### config.mk
export PLATFORM = sky130hd
export DESIGN_NAME = fc8_joypad_ctrl
export DESIGN_NICKNAME = d
export VERILOG_FILES = /design/src/rtl/fc8_joypad_ctrl.sv
export SDC_FILE = /design/constraint.sdc
export NUM_CORES = 1
export LEC_CHECK = 0
export ABC_CLOCK_PERIOD_IN_PS = 2000
export CORE_MARGIN = 8
export CORE_UTILIZATION = 60
export CTS_BUF_LIST = sky130_fd_sc_hd__clkbuf_4
export DETAILED_ROUTE_END_ITERATION = 16
export HOLD_SLACK_MARGIN = 0.06
export PLACE_DENSITY_LB_ADDON = 0.12
export REMOVE_ABC_BUFFERS = 1
export SLEW_MARGIN = 20
export SYNTH_ARGS = -nofsm -noshare
export SYNTH_HDL_FRONTEND = slang
export SYNTH_SLANG_ARGS = --single-unit
### constraint.sdc
create_clock -name clk_20mhz -period 2 [get_ports clk_20mhz]
set_input_delay 0.2 -clock clk_20mhz [delete_from_list [all_inputs] [get_ports clk_20mhz]]
set_output_delay 0.2 -clock clk_20mhz [all_outputs]
set_load 0.02 [all_outputs]
### src/rtl/fc8_joypad_ctrl.sv
// Joypad front end: per-input synchronizer and debouncer, a held-state register
// and a clear-on-read pressed-event register. Define FC8_JOYPAD_SOCD_EN for opposite-direction cleaning.
module fc8_joypad_ctrl #(
  parameter int unsigned DEBOUNCE_CYCLES = 20000
) (
  input  logic       clk_20mhz,
  input  logic       rst,
  input  logic       raw_joy_up,
  input  logic       raw_joy_down,
  input  logic       raw_joy_left,
  input  logic       raw_joy_right,
  input  logic       raw_button_a,
  input  logic       raw_button_b,
  input  logic       rd_strobe,
  input  logic       rd_sel,
  output logic [7:0] rd_data,
  output logic       irq
);

  localparam int unsigned NUM_IN = 6;
  localparam int unsigned CW = (DEBOUNCE_CYCLES > 1) ? $clog2(DEBOUNCE_CYCLES) : 1;
  localparam logic [CW-1:0] CNT_LAST = CW'(DEBOUNCE_CYCLES - 1);

  logic [NUM_IN-1:0] w_raw;
  logic [NUM_IN-1:0] r_sync1;
  logic [NUM_IN-1:0] r_sync2;
  logic [NUM_IN-1:0] r_stable;
  logic [CW-1:0]     r_cnt [NUM_IN];
  logic [NUM_IN-1:0] r_flags;
  logic [7:0]        r_rd_data;
  logic              r_irq;

  logic [NUM_IN-1:0] w_diff;
  logic [NUM_IN-1:0] w_load;
  logic [NUM_IN-1:0] w_rise;
  logic [NUM_IN-1:0] w_stable_next;
  logic [CW-1:0]     w_cnt_next [NUM_IN];
  logic [NUM_IN-1:0] w_flags_next;
  logic [NUM_IN-1:0] w_held;
  logic              w_clr;

  assign w_raw = {raw_button_b, raw_button_a, raw_joy_right,
                  raw_joy_left, raw_joy_down, raw_joy_up};

  // A changed level must persist DEBOUNCE_CYCLES synchronized cycles before it is accepted.
  for (genvar gi = 0; gi < NUM_IN; gi++) begin : g_deb
    assign w_diff[gi]        = r_sync2[gi] ^ r_stable[gi];
    assign w_load[gi]        = w_diff[gi] && (r_cnt[gi] == CNT_LAST);
    assign w_cnt_next[gi]    = (!w_diff[gi] || w_load[gi]) ? '0 : r_cnt[gi] + 1'b1;
    assign w_stable_next[gi] = w_load[gi] ? r_sync2[gi] : r_stable[gi];
    assign w_rise[gi]        = w_load[gi] & r_sync2[gi];
  end

  // A rise coinciding with a clearing read survives the clear but is not returned.
  assign w_clr        = rd_strobe & rd_sel;
  assign w_flags_next = (r_flags & ~{NUM_IN{w_clr}}) | w_rise;

`ifdef FC8_JOYPAD_SOCD_EN
  always_comb begin
    w_held = r_stable;
    if (r_stable[0] && r_stable[1]) w_held[1:0] = 2'b00;
    if (r_stable[2] && r_stable[3]) w_held[3:2] = 2'b00;
  end
`else
  assign w_held = r_stable;
`endif

  always_ff @(posedge clk_20mhz) begin
    if (rst) begin
      r_sync1   <= '0;
      r_sync2   <= '0;
      r_stable  <= '0;
      r_cnt     <= '{default: '0};
      r_flags   <= '0;
      r_rd_data <= 8'h00;
      r_irq     <= 1'b0;
    end else begin
      r_sync1  <= w_raw;
      r_sync2  <= r_sync1;
      r_stable <= w_stable_next;
      for (int i = 0; i < NUM_IN; i++) begin
        r_cnt[i] <= w_cnt_next[i];
      end
      r_flags <= w_flags_next;
      if (rd_strobe) begin
        r_rd_data <= rd_sel ? {2'b00, r_flags} : {2'b00, w_held};
      end
      r_irq <= |r_flags;
    end
  end

  assign rd_data = r_rd_data;
  assign irq     = r_irq;

endmodule
==> impl_metrics.env, run 1 <==
export IMPL_place_congestion=0.849
export IMPL_die_w_um=108
export IMPL_grt_total_usage_pct=16.1
export IMPL_synth_largest_area_cell="dfxtp_1"
export IMPL_synth_warnings=0
export IMPL_antenna_found_initial=0
export IMPL_gr_total_overflow=0
export IMPL_seqPwrFrac_pct=64.3
export IMPL_final_net_count=591
export IMPL_status="finished, final reports clean"
export IMPL_antenna_cells=0
export IMPL_place_ws_ns=0.183
export IMPL_final_cell_area_um2=5500
export IMPL_drive_above_1_share_pct=5.82
export IMPL_dp_cells=661
export IMPL_syn2layout_area_growth_pct=8.10
export IMPL_crit_chain="ha_1, and4_1, nand4_1, nand2_1, nor2_1"
export IMPL_setup_tns_ns=0
export IMPL_clockRootBuffer="clkbuf_4"
export IMPL_slowest_stage="nand2_1"
export IMPL_drt_iter0_drc=125
export IMPL_cts_tree="done"
export IMPL_p_switching_mw=0.854
export IMPL_seq_area_frac_synth_pct=47.6
export IMPL_drc=0
export IMPL_setup_viol=0
export IMPL_cp_arrival_ns=2.17
export IMPL_internal_power_mw=2.94
export IMPL_netlist_area_um2=5080
export IMPL_start_util_pct=61.9
export IMPL_whs_path_depth=2
export IMPL_syn_area_per_cell_um2=9.13
export IMPL_synth_async_reset_ratio_pct=0
export IMPL_endpoint_kind="flop"
export IMPL_dr_pass1_iters=4
export IMPL_placed_area_um2=5320
export IMPL_slew_violations=0
export IMPL_grt_pass1_vias=3600
export IMPL_viasPerCell=5.43
export IMPL_crit_family="simple AND/OR/NAND/NOR gates"
export IMPL_pin_count=19
export IMPL_swShare_pct=22.5
export IMPL_grt_pass1_wl_um=15400
export IMPL_finalHoldViolations=0
export IMPL_path_depth=5
export IMPL_clk_pin_slew_ns=0.09
export IMPL_grt_setup_unrepaired="no"
export IMPL_ctsHtreeMaxLevel=4
export IMPL_fin_crit_ns=1.80
export IMPL_vias=3738
export IMPL_die_y_um=108
export IMPL_max_stage_delay_ns=0.40
export IMPL_ir_worst_vdd_v=0.000456
export IMPL_coreArea_um2=8220
export IMPL_fin_crit_sh_pct=89.9
export IMPL_drv_cap=0
export IMPL_drt_total_wl_um=8650
export IMPL_syn_inst=557
export IMPL_ant_nets=0
export IMPL_clock_path_buffers=2
export IMPL_ys_types=39
export IMPL_critical_path_max_fanout=14
export IMPL_fin_ws_ns=0.201
export IMPL_drt_wirelength_per_cell_um=12.6
export IMPL_cts_hold_buffers_added=0
export IMPL_powerDensity_nw_per_um2=690
export IMPL_std_cell_rows=33
export IMPL_fin_cells=689
export IMPL_ys_top_cells_by_area="dfxtp_1 (48%), nor2_1 (7.8%), xor2_1 (7.6%)"
export IMPL_cts_setup_buffers=0
export IMPL_critPathRequiredTime_ns=2.37
export IMPL_synth_common_cells="dfxtp_1 (121), nor2_1 (106), xor2_1 (44), xnor2_1 (37), nand3_1 (31)"
export IMPL_path_class="reg -> reg"
export IMPL_final_util_pct=66.9
export IMPL_cts_sinks=121
export IMPL_synth_top_flop_cell="dfxtp_1"
export IMPL_die_area_um2=11700
export IMPL_cp_start_kind="flop"
export IMPL_reg2regPathDepth=5
export IMPL_hpwl_um=6000
export IMPL_clkLatencyLatePin_ns=0.50
export IMPL_fin_skew_ns=0.0189
export IMPL_p_clk_share_pct=32.7
export IMPL_max_freq_mhz=556
export IMPL_crit_buf_inv=0
export IMPL_port_buffers=16
export IMPL_synth_seq_cells=121
export IMPL_yosys_cell_count_top_type="dfxtp_1"
export IMPL_grt_max_degree=38
export IMPL_leakage_nw=1.81
export IMPL_synth_edff_count=0
export IMPL_synth_top_cell_area_share_pct=47.6
export IMPL_power_combinational_fraction_pct=3.0
export IMPL_hold_class="in -> reg"
export IMPL_cts_buffers_inserted=17
export IMPL_post_cts_resized=0
worst reg2reg max path, cell delays in order, from the launching register on:
cell and delay (ns):
dfxtp_1 0.39, ha_1 0.23, and4_1 0.33, nand4_1 0.22, nand2_1 0.40, nor2_1 0.11
cells in the final DEF, fill, tap and decap left out, drive strengths merged, types with 15 or more instances in the layout:
master,n
dfxtp,121
nor2,106
xor2,44
xnor2,37
nand3,31
nand4,29
nand2,23
clkbuf,19
inv,16
nor3,16
clkdlybuf4s50,16
and4,15
state kept, by name, summed over array words and instances, names as in the netlist:
signal,flops
r_flags,6
irq,1
r_cnt,90
r_sync2,6
r_sync1,6
r_stable,6
rd_data,6
final timing paths:
check	start	endpoint	slack, ns
min	raw_joy_right	r_sync1[3]	0.28
max	r_cnt[45]	r_cnt[51]	0.20
max reg2reg	r_cnt[45]	r_cnt[51]	0.20
min reg2reg	r_sync1[1]	r_sync2[1]	0.44
area by class of cell:
cell class | count | area, µm²
well taps | 105 | 131
inverters | 16 | 60.1
clock buffers | 19 | 143
multi-input cells | 398 | 2490
flip-flops and latches | 121 | 2420
clock inverters | 9 | 37.5
repair buffers | 21 | 210
fillers | 699 | 2720
stage by stage:
| stage | total power, mW | hold WS [ns] |
|---|---|---|
| after global placement | 2.61 | 0.415 |
| after CTS | 3.85 | 0.238 |
| final | 3.79 | 0.285 |
| after detailed placement | 2.61 | 0.427 |
| after global routing | 3.96 | 0.236 |
| after floorplan | 2.54 | 0.269 |
metal layers:
| metal | routed length [µm] | global-route usage [%] |
|---|---|---|
| met1 | 4130 | 18.7 |
| met2 | 4050 | 26.7 |
| met3 | 341 | 5.23 |
| met4 | 123 | 6.94 |
| met5 | 0 | 0 |
power by group through the flow:
stage | Combinational [mW] | Clock (mW) | Sequential [mW]
after floorplan | 0.0423 | 0 | 2.50
after global routing | 0.124 | 1.39 | 2.44
after CTS | 0.114 | 1.30 | 2.44
after detailed placement | 0.114 | 0 | 2.50
after global placement | 0.112 | 0 | 2.50
final | 0.112 | 1.24 | 2.44
cells by family after synthesis:
logic type	count (synthesis)	synth area share [%]
adder cells (fa/ha/maj)	6	1.48
other	1	0.0738
AND/OR/NAND/NOR	278	28.7
flip-flops	121	47.6
multiplexers	12	2.36
AO/OA/AOI/OAI	19	2.36
XOR/XNOR	81	14.0
buffers and inverters	39	3.42
No activity file was read; power rests on OpenSTA's default activity.
==> run 2: changes to the inputs <==
--- a/config.mk
+++ b/config.mk
@@ -6,7 +6,6 @@
 export NUM_CORES = 1
 export LEC_CHECK = 0
 export ABC_CLOCK_PERIOD_IN_PS = 2000
-export CORE_MARGIN = 8
 export CORE_UTILIZATION = 60
 export CTS_BUF_LIST = sky130_fd_sc_hd__clkbuf_4
 export DETAILED_ROUTE_END_ITERATION = 16
==> run 2 against run 1 <==
Clock skew shrank 0.0076 ns; wire length shrank 0.30%; final cell count is the same; non-clock buffer count is the same; register-to-register slack lost 0.07 ns; critical path type unchanged.
==> impl_metrics.env, run 2 (same netlist as run 1, synthesis figures left out) <==
export IMPL_finalHoldViolations=0
export IMPL_swShare_pct=22.4
export IMPL_slew_violations=0
export IMPL_powerDensity_nw_per_um2=693
export IMPL_hpwl_um=5920
export IMPL_fin_crit_sh_pct=93.3
export IMPL_start_util_pct=61.9
export IMPL_coreArea_um2=8220
export IMPL_internal_power_mw=2.96
export IMPL_fin_crit_ns=1.87
export IMPL_drt_iter0_drc=160
export IMPL_whs_ns=0.280
export IMPL_power_combinational_fraction_pct=2.9
export IMPL_clock_path_buffers=2
export IMPL_ctsHtreeMaxLevel=4
export IMPL_cts_buffers_inserted=17
export IMPL_place_congestion=0.819
export IMPL_die_w_um=94.0
export IMPL_fin_cells=689
export IMPL_seqPwrFrac_pct=64.0
export IMPL_die_area_um2=8840
export IMPL_fin_skew_ns=0.0113
export IMPL_clkLatencyLatePin_ns=0.49
export IMPL_die_y_um=94.0
export IMPL_top_register="r_cnt"
export IMPL_final_net_count=591
export IMPL_p_clk_share_pct=33.1
export IMPL_clk_pin_slew_ns=0.09
export IMPL_grt_setup_unrepaired="no"
export IMPL_vias=3714
export IMPL_final_common_cell="dfxtp_1"
export IMPL_largest_reg_flops=90
export IMPL_setup_tns_ns=0
export IMPL_cts_setup_buffers=0
export IMPL_p_switching_mw=0.854
export IMPL_gr_total_overflow=0
export IMPL_critPathRequiredTime_ns=2.42
export IMPL_drive_above_1_share_pct=6.34
export IMPL_grt_pass1_wl_um=15000
export IMPL_ant_nets=0
export IMPL_viasPerCell=5.39
export IMPL_cts_tree="done"
export IMPL_drt_total_wl_um=8620
export IMPL_leakage_nw=1.81
export IMPL_syn2layout_area_growth_pct=8.25
export IMPL_std_cell_rows=33
export IMPL_drc=0
export IMPL_dp_cells=661
export IMPL_drv_cap=0
export IMPL_ir_worst_vdd_v=0.000634
export IMPL_grt_total_usage_pct=21.6
export IMPL_max_freq_mhz=536
export IMPL_critical_path_max_fanout=6
export IMPL_clockRootBuffer="clkbuf_4"
export IMPL_hold_class="in -> reg"
export IMPL_mostFrequentLayoutCells="dfxtp_1 (121), nor2_1 (106), xor2_1 (44), xnor2_1 (37), nand3_1 (31)"
export IMPL_dr_pass1_iters=7
export IMPL_grt_max_degree=38
export IMPL_grt_pass1_vias=3433
export IMPL_reg2regPathDepth=5
export IMPL_antenna_found_initial=0
export IMPL_path_class="reg -> reg"
export IMPL_port_buffers=16
export IMPL_status="finished, final reports clean"
export IMPL_whs_path_depth=2
export IMPL_endpoint_kind="flop"
export IMPL_setup_viol=0
export IMPL_cts_sinks=121
export IMPL_antenna_cells=0
export IMPL_cp_start_kind="flop"
export IMPL_cp_arrival_ns=2.28
export IMPL_drt_wirelength_per_cell_um=12.5
export IMPL_pin_count=19
==> run 2: layer usage <==
| layer | vias up | track usage, % | part of all wire (%) |
|---|---|---|---|
| li1 | 1926 | - | - |
| met1 | 1724 | 26.3 | 48 |
| met2 | 54 | 36.2 | 48 |
| met3 | 10 | 6.63 | 3.2 |
| met4 | 0 | 7.31 | 1.1 |
| met5 | - | 0 | 0 |
==> run 2: power groups by stage <==
stage	Sequential, mW	Combinational, mW	Clock, mW
finish	2.44	0.112	1.26
global route	2.44	0.123	1.43
CTS	2.44	0.113	1.31
floorplan	2.50	0.0423	0
global placement	2.50	0.112	0
detailed placement	2.50	0.113	0
==> run 2: timing repair <==
action | 4_1_cts | 5_1_grt
resized for setup | 0 | 1
endpoints found under the setup margin | 0 | 1
hold buffers | 0 | 0
==> run 2: stage by stage <==
step	cell area [µm²]	utilization, %	power [mW]	worst slack [ns]
finish	5500	67.0	3.82	0.134
detailed placement	5320	64.7	2.61	0.182
floorplan	4970	-	2.54	0.399
CTS	5500	66.9	3.87	0.143
global placement	5320	64.7	2.61	0.237
global route	5500	67.0	4.00	0.0332
==> run 2: worst max-delay path: stages (launching register included) <==
cell and delay (ns):
dfxtp_1 0.40, ha_1 0.24, and4_1 0.34, nand4_1 0.25, or3b_1 0.43, a21oi_1 0.14
==> run 2: cell type report <==
class / count / area, µm²
fill: 694 / 2710
multi-input combinational: 398 / 2490
sequential: 121 / 2420
timing repair buffer: 21 / 210
clock buffer: 20 / 150
tap: 105 / 131
inverter: 16 / 60.1
clock inverter: 8 / 35.0
==> run 2: worst paths after layout <==
path,start,to,slack [ns]
setup reg to reg,r_cnt[45],r_flags[2],0.13
setup / recovery,r_cnt[45],r_flags[2],0.13
hold reg to reg,r_sync1[1],r_sync2[1],0.45
hold / removal,raw_joy_down,r_sync1[1],0.28
==> run 3: changes to the inputs <==
--- a/config.mk
+++ b/config.mk
@@ -5,8 +5,10 @@
 export SDC_FILE = /design/constraint.sdc
 export NUM_CORES = 1
 export LEC_CHECK = 0
-export ABC_CLOCK_PERIOD_IN_PS = 2000
-export CORE_UTILIZATION = 60
+export ABC_AREA = 1
+export ABC_CLOCK_PERIOD_IN_PS = 1700
+export CORE_ASPECT_RATIO = 1.75
+export CORE_UTILIZATION = 57
 export CTS_BUF_LIST = sky130_fd_sc_hd__clkbuf_4
 export DETAILED_ROUTE_END_ITERATION = 16
 export HOLD_SLACK_MARGIN = 0.06
==> constraint.sdc (replaced) <==
create_clock -name clk_20mhz -period 1.7 [get_ports clk_20mhz]
set_input_delay 0.17 -clock clk_20mhz [delete_from_list [all_inputs] [get_ports clk_20mhz]]
set_output_delay 0.17 -clock clk_20mhz [all_outputs]
set_load 0.02 [all_outputs]
==> run 3 against run 2 <==
Via count rose by 39%; wire length is 33% higher; sequential cell count is the same; synthesized area increased by 14%; sequential share of layout area down 6.1 points; largest power group unchanged; clock skew is 0.0015 ns higher; utilization decreased by 2.5 points; first-iteration DRC count rose by 42%; final cell count increased by 47%.
==> impl_metrics.env, run 3 <==
export IMPL_ctsHtreeMaxLevel=4
export IMPL_rr_endpoint="r_cnt[72]"
export IMPL_ys_types=29
export IMPL_cts_buffers_inserted=17
export IMPL_synth_seq_cells=121
export IMPL_endpoint_kind="output pin"
export IMPL_slew_violations=0
export IMPL_max_stage_delay_ns=0.59
export IMPL_slowest_stage="clkdlybuf4s50_1"
export IMPL_cts_tree="done"
export IMPL_ant_nets=0
export IMPL_status="finished, final reports clean"
export IMPL_crit_family="buffers and inverters"
export IMPL_place_congestion=0.863
export IMPL_place_ws_ns=0.207
export IMPL_yosys_cell_count_top_type="nand2_1"
export IMPL_port_buffers=16
export IMPL_max_freq_mhz=624
export IMPL_final_common_cell="nand2_1"
export IMPL_fin_ws_ns=0.0983
export IMPL_grt_pass1_wl_um=19700
export IMPL_cts_setup_buffers=0
export IMPL_cts_sinks=121
export IMPL_drt_total_wl_um=11500
export IMPL_seq_area_frac_synth_pct=41.7
export IMPL_gr_total_overflow=0
export IMPL_critical_path_max_fanout=1
export IMPL_drc=0
export IMPL_synth_async_reset_ratio_pct=0
export IMPL_largest_reg_flops=90
export IMPL_endpoint="irq"
export IMPL_coreArea_um2=9910
export IMPL_synth_top_cell_area_share_pct=41.7
export IMPL_clk_pin_slew_ns=0.11
export IMPL_antenna_found_initial=1
export IMPL_pin_count=19
export IMPL_netlist_area_um2=5810
export IMPL_drt_wirelength_per_cell_um=11.3
export IMPL_setup_viol=0
export IMPL_path_class="reg -> out"
export IMPL_ys_top_cells_by_area="dfxtp_1 (42%), nand2_1 (14%), nor2_1 (10%)"
export IMPL_final_util_pct=64.4
export IMPL_start_util_pct=58.7
export IMPL_final_net_count=892
export IMPL_viasPerCell=5.10
export IMPL_syn_area_per_cell_um2=6.86
export IMPL_die_area_um2=10600
export IMPL_grt_total_usage_pct=23.3
export IMPL_regToRegSetupSlack_ns=0.21
export IMPL_grt_max_degree=17
export IMPL_die_w_um=78.3
export IMPL_path_depth=1
export IMPL_crit_buf_inv=1
export IMPL_drive_above_1_share_pct=8.10
export IMPL_drt_iter0_drc=227
export IMPL_mostFrequentLayoutCells="nand2_1 (213), nor2_1 (161), dfxtp_1 (121), inv_1 (105), nand3_1 (71)"
export IMPL_hold_class="in -> reg"
export IMPL_syn2layout_area_growth_pct=9.86
export IMPL_fin_total_pwr_mw=5.21
export IMPL_die_y_um=136
export IMPL_finalHoldViolations=0
export IMPL_synth_top_flop_cell="dfxtp_1"
export IMPL_std_cell_rows=48
export IMPL_clock_path_buffers=2
export IMPL_clkLatencyLatePin_ns=0.52
export IMPL_syn_inst=847
export IMPL_cp_arrival_ns=1.43
export IMPL_leakage_nw=2.24
export IMPL_powerDensity_nw_per_um2=816
export IMPL_fin_skew_ns=0.0128
export IMPL_whs_ns=0.157
export IMPL_timing_rr_start="r_cnt[60]"
export IMPL_clockRootBuffer="clkbuf_4"
export IMPL_setup_tns_ns=0
export IMPL_cp_start_kind="flop"
export IMPL_hpwl_um=8620
export IMPL_synth_common_cells="nand2_1 (213), nor2_1 (161), dfxtp_1 (121), inv_1 (105), nand3_1 (71)"
export IMPL_ir_worst_vdd_v=0.000851
export IMPL_fin_crit_sh_pct=94.2
export IMPL_crit_start="irq"
export IMPL_critPathRequiredTime_ns=1.53
export IMPL_synth_largest_area_cell="dfxtp_1"
export IMPL_drv_cap=0
export IMPL_reg2regPathDepth=6
export IMPL_vias=5177
export IMPL_top_register="r_cnt"
export IMPL_synth_warnings=0
export IMPL_fin_crit_ns=1.60
export IMPL_grt_pass1_vias=4909
export IMPL_synth_edff_count=0
export IMPL_dr_pass1_iters=4
export IMPL_crit_chain="clkdlybuf4s50_1"
export IMPL_grt_setup_unrepaired="no"
export IMPL_min_from="raw_button_a"
-- run 3: cell type report --
class                           instances  area [µm²]
Fill cell                             933        3520
Multi-Input combinational cell        608        2890
Sequential cell                       121        2420
Inverter                              106         398
Timing Repair Buffer                   22         209
Tap cell                              125         156
Clock inverter                         12         155
Clock buffer                           20         150
Antenna cell                            1        2.50
-- run 3: metal layers --
| metal | vias up | track usage [%] | share of wire (%) |
|---|---|---|---|
| met1 | 2365 | 23.1 | 41 |
| met3 | 10 | 6.40 | 3.2 |
| met5 | - | 0 | 0 |
| met4 | 0 | 8.85 | 0.92 |
| li1 | 2718 | - | - |
| met2 | 84 | 45.0 | 55 |
-- run 3: report_power, final --
group	internal, mW	leakage (nW)	switching, mW
clock	1.19	0.170	1.01
sequential	2.86	0.978	0.0134
combinational	0.0584	1.09	0.0859
total	4.10	2.24	1.11
-- run 3: cells by family (layout without fill, tap and decap cells) --
family	after synthesis	in the layout	synth area share, %
and+or+nand+nor	514	514	38.5
buffers and inverters	119	160	8.63
DFF	121	121	41.7
xor gates and xnor gates	33	33	4.97
adders and majority gates	6	6	1.29
other	1	3	0.0645
AOI/OAI and AO/OA	53	53	4.86
-- run 3: worst min-delay path by stage --
stage                            end  slack, ns  cells past startpoint
after floorplan           r_flags[0]       0.24                      1
after global placement    r_sync2[0]       0.39                      2
after detailed placement  r_sync2[5]       0.39                      2
after CTS                 r_sync1[0]       0.12                      3
after global routing      r_sync1[1]       0.14                      3
final                     r_sync1[4]       0.16                      3
-- run 3: per-stage QoR --
stage                     instance area, µm²  std cells
final                                   6390       1015
after global routing                    6390       1015
after CTS                               6380       1014
after detailed placement                6070        982
after global placement                  6070        982
after floorplan                         5710        835
-- run 3: timing repair --
item                                    CTS  global route
gates cloned                              0             0
endpoints found under the setup margin    3             3
hold buffers                              0             0
gates resized for setup                   3             3
